File: config.mk
export PLATFORM = sky130hd
export DESIGN_NAME = window_apply
export DESIGN_NICKNAME = d
export VERILOG_FILES = /design/src/rtl/window_apply_pkg.sv /design/src/rtl/window_apply_q8_mul_sat.sv /design/src/rtl/window_apply.sv
export SDC_FILE = /design/constraint.sdc
export NUM_CORES = 1
export LEC_CHECK = 0
export BUFFER_PORTS_ARGS = -buffer_cell sky130_fd_sc_hd__clkbuf_2
export CORE_ASPECT_RATIO = 0.5
export CORE_MARGIN = 8
export CORE_UTILIZATION = 54
export DETAILED_ROUTE_END_ITERATION = 10
export PLACE_DENSITY_LB_ADDON = 0.12
export SLEW_MARGIN = 20
export SYNTH_ARGS = -nofsm -noshare
export SYNTH_HDL_FRONTEND = slang
export SYNTH_SLANG_ARGS = --single-unit
File: constraint.sdc
create_clock -name clk -period 10.55 [get_ports clk]
set_clock_uncertainty 0.1 [all_clocks]
set_input_delay 0 -clock clk [delete_from_list [all_inputs] [get_ports clk]]
set_output_delay 0 -clock clk [all_outputs]
set_load 0.03 [all_outputs]
File: src/rtl/window_apply_pkg.sv
// window_apply_pkg: shared window-type codes, Q8 constants, FSM states and lgn clamp
package window_apply_pkg;

    localparam logic [3:0] WT_RECT  = 4'd1;
    localparam logic [3:0] WT_TUKEY = 4'd2;
    localparam logic [3:0] WT_TRI   = 4'd3;
    localparam logic [3:0] WT_HANN  = 4'd4;
    localparam logic [3:0] WT_HAMM  = 4'd5;
    localparam logic [3:0] WT_BLACK = 4'd6;

    localparam int Q8_ONE = 256;

    typedef enum logic [2:0] {ST_IDLE, ST_REQ, ST_WAIT, ST_MUL, ST_OUT} state_t;

    function automatic logic [7:0] clamp_lgn(input logic [7:0] l);
        return (l == 8'd0) ? 8'd1 : (l > 8'd15) ? 8'd15 : l;
    endfunction

endpackage

File: src/rtl/window_apply_q8_mul_sat.sv
// q8_mul_sat: registered signed sample x Q8 coefficient with round-half-up and saturation
module q8_mul_sat
    import window_apply_pkg::*;
#(
    parameter int DW = 16
) (
    input  logic          clk,
    input  logic          rst_n,
    input  logic          i_en,
    input  logic [DW-1:0] i_a,
    input  logic [15:0]   i_b,
    output logic [DW-1:0] o_y
);

    localparam int PW = DW + 17;
    localparam int SH = $clog2(Q8_ONE);

    logic signed [PW-1:0] w_prod;
    logic signed [PW-1:0] w_rnd;
    logic signed [PW-1:0] w_max;
    logic signed [PW-1:0] w_min;
    logic [DW-1:0]        w_sat;

    // one guard bit above the full product keeps the rounding add from wrapping
    assign w_prod = PW'($signed(i_a)) * PW'($signed(i_b));
    assign w_rnd  = (w_prod + PW'(Q8_ONE / 2)) >>> SH;
    assign w_max  = {{(PW-DW+1){1'b0}}, {(DW-1){1'b1}}};
    assign w_min  = {{(PW-DW+1){1'b1}}, {(DW-1){1'b0}}};
    assign w_sat  = (w_rnd > w_max) ? {1'b0, {(DW-1){1'b1}}} :
                    (w_rnd < w_min) ? {1'b1, {(DW-1){1'b0}}} : w_rnd[DW-1:0];

    always_ff @(posedge clk or negedge rst_n) begin
        if (!rst_n)
            o_y <= '0;
        else if (i_en)
            o_y <= w_sat;
    end

endmodule

File: src/rtl/window_apply.sv
// window_apply: per-sample sequencing of the window generator, Q8 multiply and output handshake.
// Generator timeouts emit a zero sample and raise a sticky err so the stream never stalls.
module window_apply
    import window_apply_pkg::*;
#(
    parameter int DW  = 16,
    parameter int TMO = 16
) (
    input  logic          clk,
    input  logic          rst_n,
    input  logic          s_valid,
    output logic          s_ready,
    input  logic [DW-1:0] s_data,
    input  logic [3:0]    win_type,
    input  logic [7:0]    lgn,
    input  logic          restart,
    output logic          gen_en,
    output logic [3:0]    gen_win_type,
    output logic [15:0]   gen_n,
    output logic [15:0]   gen_i,
    output logic [7:0]    gen_lgn,
    input  logic          gen_busy,
    input  logic [15:0]   gen_win,
    output logic          m_valid,
    input  logic          m_ready,
    output logic [DW-1:0] m_data,
    output logic          m_last,
    output logic          err
);

    localparam int TW = $clog2(TMO + 1);

    state_t        r_state;
    state_t        w_next;
    logic [DW-1:0] r_s;
    logic [15:0]   r_win;
    logic [15:0]   r_idx;
    logic [7:0]    r_lgn;
    logic [3:0]    r_wt;
    logic [TW-1:0] r_tmo;
    logic          r_err;
    logic          r_pend;
    logic          w_acc;
    logic          w_tmo;
    logic          w_last;
    logic          w_hs;
    logic          w_first;

    assign w_acc   = (r_state == ST_IDLE) && s_valid;
    assign w_tmo   = ((r_state == ST_REQ) || (r_state == ST_WAIT)) && (r_tmo == TW'(TMO - 1));
    assign w_last  = (r_idx == gen_n - 16'd1);
    assign w_hs    = (r_state == ST_OUT) && m_ready;
    assign w_first = (r_idx == 16'd0) || restart;

    assign gen_win_type = r_wt;
    assign gen_lgn      = r_lgn;
    assign gen_n        = 16'd1 << r_lgn;
    assign gen_i        = r_idx;
    assign err          = r_err;

    always_ff @(posedge clk or negedge rst_n) begin
        if (!rst_n)
            r_state <= ST_IDLE;
        else
            r_state <= w_next;
    end

    always_comb begin
        w_next = r_state;
        case (r_state)
            ST_IDLE: w_next = s_valid ? ST_REQ : ST_IDLE;
            ST_REQ:  w_next = w_tmo ? ST_MUL : gen_busy ? ST_WAIT : ST_REQ;
            ST_WAIT: w_next = (w_tmo || !gen_busy) ? ST_MUL : ST_WAIT;
            ST_MUL:  w_next = ST_OUT;
            ST_OUT:  w_next = m_ready ? ST_IDLE : ST_OUT;
            default: w_next = ST_IDLE;
        endcase
    end

    always_comb begin
        s_ready = (r_state == ST_IDLE);
        gen_en  = (r_state == ST_REQ) && !w_tmo;
        m_valid = (r_state == ST_OUT);
        m_last  = (r_state == ST_OUT) && w_last;
    end

    always_ff @(posedge clk or negedge rst_n) begin
        if (!rst_n) begin
            r_s    <= '0;
            r_win  <= '0;
            r_idx  <= '0;
            r_lgn  <= 8'd1;
            r_wt   <= WT_RECT;
            r_tmo  <= '0;
            r_err  <= 1'b0;
            r_pend <= 1'b0;
        end else begin
            // counter restarts on the REQ->WAIT transition, so each phase gets TMO cycles
            r_tmo <= (((r_state == ST_REQ) && !gen_busy) || ((r_state == ST_WAIT) && gen_busy)) ? r_tmo + TW'(1) : '0;
            if (w_acc) begin
                r_s <= s_data;
                if (w_first) begin
                    r_wt  <= win_type;
                    r_lgn <= clamp_lgn(lgn);
                end
            end
            if ((r_state == ST_WAIT) && !gen_busy)
                r_win <= gen_win;
            if (w_tmo) begin
                r_win <= '0;
                r_err <= 1'b1;
            end
            if ((r_state == ST_IDLE) && restart)
                r_idx <= '0;
            else if (w_hs)
                r_idx <= (r_pend || restart || w_last) ? 16'd0 : r_idx + 16'd1;
            r_pend <= ((r_state == ST_IDLE) || w_hs) ? 1'b0 : (r_pend | restart);
        end
    end

    q8_mul_sat #(.DW(DW)) u_mul (
        .clk   (clk),
        .rst_n (rst_n),
        .i_en  (r_state == ST_MUL),
        .i_a   (r_s),
        .i_b   (r_win),
        .o_y   (m_data)
    );

endmodule

==> results.tsv, run 1 <==
stage	metric	value	unit
logic_synthesis	async_reset_ff_frac	1.00	
global_routing	antenna_found_initial	1	
place	gp_congestion	0.878	
floorplan	fp-row-count	42	
route	wl_per_cell	18.2	µm
logic_synthesis	synth_edf_count	0	
route	m1WireLength	16500	µm
clock_network	cts-root-buf	clkbuf_16	
route	detail-route-antenna-nets	0	
layout	fillers	2304	
global_routing	grt_pass1_vias	12300	
timing	max_slew_margin	0.357	
setup_path	crit_buf_inv	3	
setup_path	crit_arrival	8350	ps
route	vias_per_cell	5.48	
setup_path	crit_chain	inv_1 > nor2_1 > fa_1 > fa_1 > fa_1 > fa_1 > fa_1 > inv_1 > fa_1 > inv_1 > ha_1 > and3_1 > a32oi_1 > nand4_2 > a211o_1 > a21o_1 > a211o_1 > or4b_4 > o31ai_4 > o22ai_1	
setup_path	cpPeakStageDelay	560	ps
logic_synthesis	seq_area_frac_synth	0.149	
timing	setup_tns	0	ps
setup_path	critical_path.top_delay_family	adder cells	
route	route.met2.wl	19000	µm
flow_run	cap_violations	0	
floorplan	die_h	132	µm
route	num_vias	11400	
route	routed.top_layer	met4	
timing	rsz0062_at_grt	false	
floorplan	die_area	0.0325	mm²
global_routing	grt_max_degree	56	
timing	period_needed	8250	ps
place	dpl.hpwl	29700	µm
layout	syn2layout_area_growth	10.7	%
floorplan	pin_count	115	
clock_network	numClockSinks	86	
route	wl	37900	µm
logic_synthesis	mappedNetlistArea	0.0144	mm²
floorplan	core	0.0263	mm²
setup_path	worst_setup_path_end_kind	flop	
place	place_area	0.0152	mm²
setup_path	critPathKind	flop to flop	
timing	setup_viol	0	
route	dr.pass1.iters	5	
logic_synthesis	ys_types	61	
clock_network	numCtsBuffers	9	
route	drcViolationCount	0	
timing	min_period_over_period	0.782	
logic_synthesis	ys_warn_count	0	
global_routing	track_usage	0.241	
clock_network	ctsResizeCount	0	
logic_synthesis	avgSynthCellArea	8.91	µm²
layout	fin_nets	2123	
layout	drive_above_1_share	0.0984	
global_routing	grt_overflow_total	0	
global_routing	grt_pass1_wl	63900	µm
min_path	worstHoldPathType	input port to asynchronous set/reset pin	
layout	design_area	0.0160	mm²
floorplan	start_util	0.548	
floorplan	die_x	247	µm
logic_synthesis	netlist_instances	1619	
logic_synthesis	synth_fp_nets	2019	
route	drtIter0Drc	740	
timing	maxSlewViolCount	0	
layout	layout_commonest_cell	inv_1	
setup_path	crit_path_top_delay_cell	o31ai_4	
clock_network	h-tree-depth	3	
setup_path	crit_fanout	15	
place	io_buffers	114	
clock_network	cts_tree	built	
route	routed-wl-met3	1640	µm
setup_path	crit_required	10650	ps
logic_synthesis	synthFlopType	dfrtp_1	
clock_network	clk_path_buf_depth	2	
timing	timing.fmax	121	MHz
layout	mostFrequentLayoutCells	inv_1, fa_1, nand2_1, and2_1, clkbuf_2	
timing	tightest_slew	965	ps
setup_path	path_common_cell	fa_1	
run_status	status	finished, final reports clean	
clock_network	post_cts_buffers	0	
clock_network	clk_latency	350	ps
timing	hold_viol	0	
clock_network	hold_buffers	49	
logic_synthesis	ys_seq_elements	86	
clock_network	clkTransAtPathRegs	70	ps
setup_path	cp-start-kind	flop	
[state kept, by name (all words and copies together) (netlist names)]
register	count
gen_i	16
r_s	16
r_win	16
u_mul.o_y	16
gen_lgn	8
r_tmo	5
gen_win_type	4
r_state	3
err	1
r_pend	1
[worst register-to-register path: stages, from the launching register on]
cell and delay (ps):
dfrtp_1 520, inv_1 520, nor2_1 150, fa_1 540, fa_1 530, fa_1 520
fa_1 520, fa_1 540, inv_1 60, fa_1 540, inv_1 50, ha_1 370
and3_1 260, a32oi_1 400, nand4_2 290, a211o_1 400, a21o_1 200, a211o_1 290
or4b_4 530, o31ai_4 560, o22ai_1 210
[logic make-up after synthesis]
| kind of cell | after synthesis | synth area share |
|---|---|---|
| flip-flops | 86 | 0.149 |
| multiplexers | 22 | 0.0170 |
| AO/OA/AOI/OAI | 199 | 0.0848 |
| AND/OR/NAND/NOR | 519 | 0.177 |
| buffers and inverters | 405 | 0.106 |
| XOR/XNOR | 38 | 0.0231 |
| adder cells (fa/ha/maj) | 350 | 0.443 |
[area by class of cell]
class	count	area, µm²	share of cell area
Timing Repair Buffer	168	1100	0.0689
Clock inverter	5	41.3	0.00259
Tap cell	352	440	0.0276
Sequential cell	86	2150	0.135
Inverter	330	1240	0.0776
Antenna cell	1	2.50	0.000157
Clock buffer	11	243	0.0152
Multi-Input combinational cell	1128	10700	0.673
[routing by layer]
layer | track usage | vias to the layer above
li1 | - | 5218
met2 | 0.413 | 344
met1 | 0.324 | 5793
met4 | 0.0580 | 0
met3 | 0.0275 | 55
met5 | 0 | -
[cells in the mapped netlist (all sizes together) (20+ instances only)]
cell | instances | share of area
clkbuf | 72 | 0.019
fa | 267 | 0.37
nor2 | 81 | 0.021
xnor2 | 25 | 0.015
and2 | 125 | 0.054
dfrtp | 84 | 0.15
nand2 | 188 | 0.049
mux2 | 20 | 0.016
a21oi | 55 | 0.019
nand3 | 20 | 0.0069
o21ai | 64 | 0.022
inv | 330 | 0.086
ha | 83 | 0.072
[stage by stage]
step,worst slack [ps],hold WS [ps],instances,utilization
after floorplan,3220,-396,1619,-
after global placement,2550,-86.5,2015,0.577
after detailed placement,2350,-92.1,2015,0.577
after CTS,2310,51.0,2080,0.606
after global routing,1970,97.6,2081,0.607
final,2300,66.9,2081,0.607
[worst paths after layout]
path                       startpoint            to  slack (ps)  cells past startpoint
min reg2reg                  r_tmo[0]      r_tmo[0]         360                      1
min in group clk              restart      gen_i[0]          90                      4
max reg2reg                 r_win[15]  u_mul.o_y[9]        2300                     20
max                         r_win[15]  u_mul.o_y[9]        2300                     20
max in group asynchronous       rst_n       r_s[13]        9210                      3
min                             rst_n      gen_i[1]          70                      2
Power of run 1 is left out: the tool's default activity adds up to more than one toggle a clock period on the data nets, which glitch-free logic cannot reach.
==> run 2: changes to the inputs <==
==> constraint.sdc (replaced) <==
create_clock -name clk -period 6.75 [get_ports clk]
set_clock_uncertainty 0.1 [all_clocks]
set_input_delay 0 -clock clk [delete_from_list [all_inputs] [get_ports clk]]
set_output_delay 0 -clock clk [all_outputs]
set_load 0.03 [all_outputs]
==> run 2 against run 1 <==
  * Die area is the same
  * Global-route usage is 1.2 points higher
  * The flow now finishes with violations (negative setup slack)
  * Critical path depth grew 4
  * Highest routed layer unchanged
  * Worst hold slack got worse by 34 ps
  * Cell count up 11%
  * Wire length increased by 3.0%
  * Non-clock buffer count grew 220
  * Core utilization is 9.1 points higher
  * Worst setup slack got worse by 2600 ps
  * Cell area is 15% higher
  * Clock-buffer cell count decreased by 2
  * Critical path type unchanged
==> results.tsv, run 2 (synthesis results as in run 1) <==
stage	metric	value	unit	change
clock_network	clkTransAtPathRegs	80	ps	about the same
clock_network	cts-root-buf	clkbuf_16		
setup_path	crit_chain	buf_6 > and2_4 > fa_1 > inv_1 > fa_1 > fa_2 > inv_1 > fa_1 > fa_1 > inv_2 > fa_1 > inv_1 > ha_4 > nand4_1 > nor2_2 > a32oi_4 > nand4_4 > a211o_1 > a21o_1 > a211o_1 > or4b_4 > o31ai_4 > buf_6 > o22ai_1		
run_status	violations	negative setup slack		
global_routing	track_usage	0.253		+0.0125
setup_path	path_common_cell	fa_1		
floorplan	core	0.0263	mm²	unchanged
layout	fin_nets	2343		+10%
global_routing	grt_overflow_total	0		unchanged
timing	max_slew_margin	0.370		+0.0137
min_path	worstHoldPathType	input port to flop		
timing	setup_viol	15		+15
floorplan	die_area	0.0325	mm²	unchanged
setup_path	worst_setup_path_end_kind	flop		
clock_network	cts_tree	built		
timing	rsz0062_at_grt	true		
global_routing	grt_util_met2	0.451		+0.0376
timing	hold_viol	0		unchanged
layout	layout_commonest_cell	inv_1		
setup_path	cpPeakStageDelay	550	ps	about the same
route	detail-route-antenna-nets	0		unchanged
place	gp_congestion	0.878		about the same
global_routing	grt_use_met3	0.0394		+0.0119
route	wl	39000	µm	+3.0%
timing	tightest_slew	935	ps	-30.5 ps
timing	maxSlewViolCount	0		unchanged
clock_network	numClockSinks	86		unchanged
clock_network	h-tree-depth	3		unchanged
setup_path	critPathKind	flop to flop		
layout	mostFrequentLayoutCells	inv_1, fa_1, buf_4, nand2_1, and2_1		
setup_path	crit_buf_inv	6		+3
floorplan	pin_count	115		unchanged
route	vias_per_cell	5.32		-3.0%
route	wl_per_cell	17.0	µm	-6.9%
layout	fin_util	0.698		+0.0911
timing	period_needed	7010	ps	-1240 ps
setup_path	crit_arrival	7150	ps	-1200 ps
setup_path	critical_path.top_delay_family	adder cells		
floorplan	die_h	132	µm	unchanged
global_routing	grt_pass1_vias	13700		+11%
place	place_area	0.0165	mm²	+8.6%
layout	drive_above_1_share	0.269		+0.171
route	dr.pass1.iters	5		unchanged
timing	min_period_over_period	1.04		+0.256
floorplan	die_x	247	µm	unchanged
floorplan	start_util	0.548		unchanged
global_routing	antenna_found_initial	0		-1
setup_path	crit_path_top_delay_cell	fa_1		
global_routing	busiest_layer	met2		
setup_path	cp-start-kind	flop		
floorplan	fp-row-count	42		unchanged
timing	setup_tns	-3440	ps	-3440 ps
route	num_vias	12200		+7.3%
timing	timing.fmax	143	MHz	+18%
setup_path	crit_fanout	8		-7
clock_network	clk_latency	380	ps	+30 ps
route	drtIter0Drc	695		-6.1%
global_routing	grt_max_degree	45		-20%
layout	design_area	0.0184	mm²	+15%
flow_run	cap_violations	0		unchanged
timing	worst_slack	-258	ps	-2560 ps
place	io_buffers	114		unchanged
route	drcViolationCount	0		unchanged
run_status	status	finished with violations		
clock_network	numCtsBuffers	9		unchanged
place	dpl.hpwl	30300	µm	+2.3%
setup_path	crit_required	6890	ps	-3760 ps
global_routing	global_route.usage.met1	0.315		-0.00917
global_routing	grt_pass1_wl	67200	µm	+5.0%
clock_network	clk_path_buf_depth	2		unchanged
layout	syn2layout_area_growth	27.4	%	
place	dp_slack	-457	ps	-2810 ps
run 2: repair_timing:
item                                    CTS  global route
setup buffers                            60            17
hold endpoints to repair                 91             0
pin swaps                                55            23
hold buffers                             49             0
resized for setup                        79            63
endpoints found under the setup margin   15            15
gates cloned                              2             0
run 2: through the flow:
step	hold WS, ps	std cells
after floorplan	-396	1619
after global placement	-75.2	2160
after detailed placement	-66.2	2160
after CTS	3.66	2287
after global routing	84.1	2300
final	32.9	2301
run 2: worst min-delay path: stages:
cell and delay, ps:
clkbuf_2 120, a21oi_2 170, nand2_1 110, o21ai_0 70
run 2: path summary, 6_finish.rpt:
path / start / endpoint / slack [ps] / cells past startpoint
max: r_win[6] / u_mul.o_y[3] / -260 / 24
min in group asynchronous: rst_n / gen_lgn[5] / 60 / 2
max in group asynchronous: rst_n / u_mul.o_y[4] / 5400 / 3
max reg2reg: r_win[6] / u_mul.o_y[3] / -260 / 24
min: restart / gen_i[15] / 30 / 4
min reg2reg: err / err / 370 / 1
run 2: final cells by class:
type                    count  area, µm²
multi-input cells        1128      11300
fillers                  2082       7960
repair buffers            388       2880
flip-flops and latches     86       2180
inverters                 330       1240
well taps                 352        440
clock buffers               9        225
clock inverters             7       67.6
diodes                      1       2.50
run 2: layer usage:
layer  vias up  wire (µm)
li1       5668          -
met1      6184      16000
met2       320      20200
met3        71       1770
met4         0        968
met5         -          0
Power of run 2 is left out for the same reason.
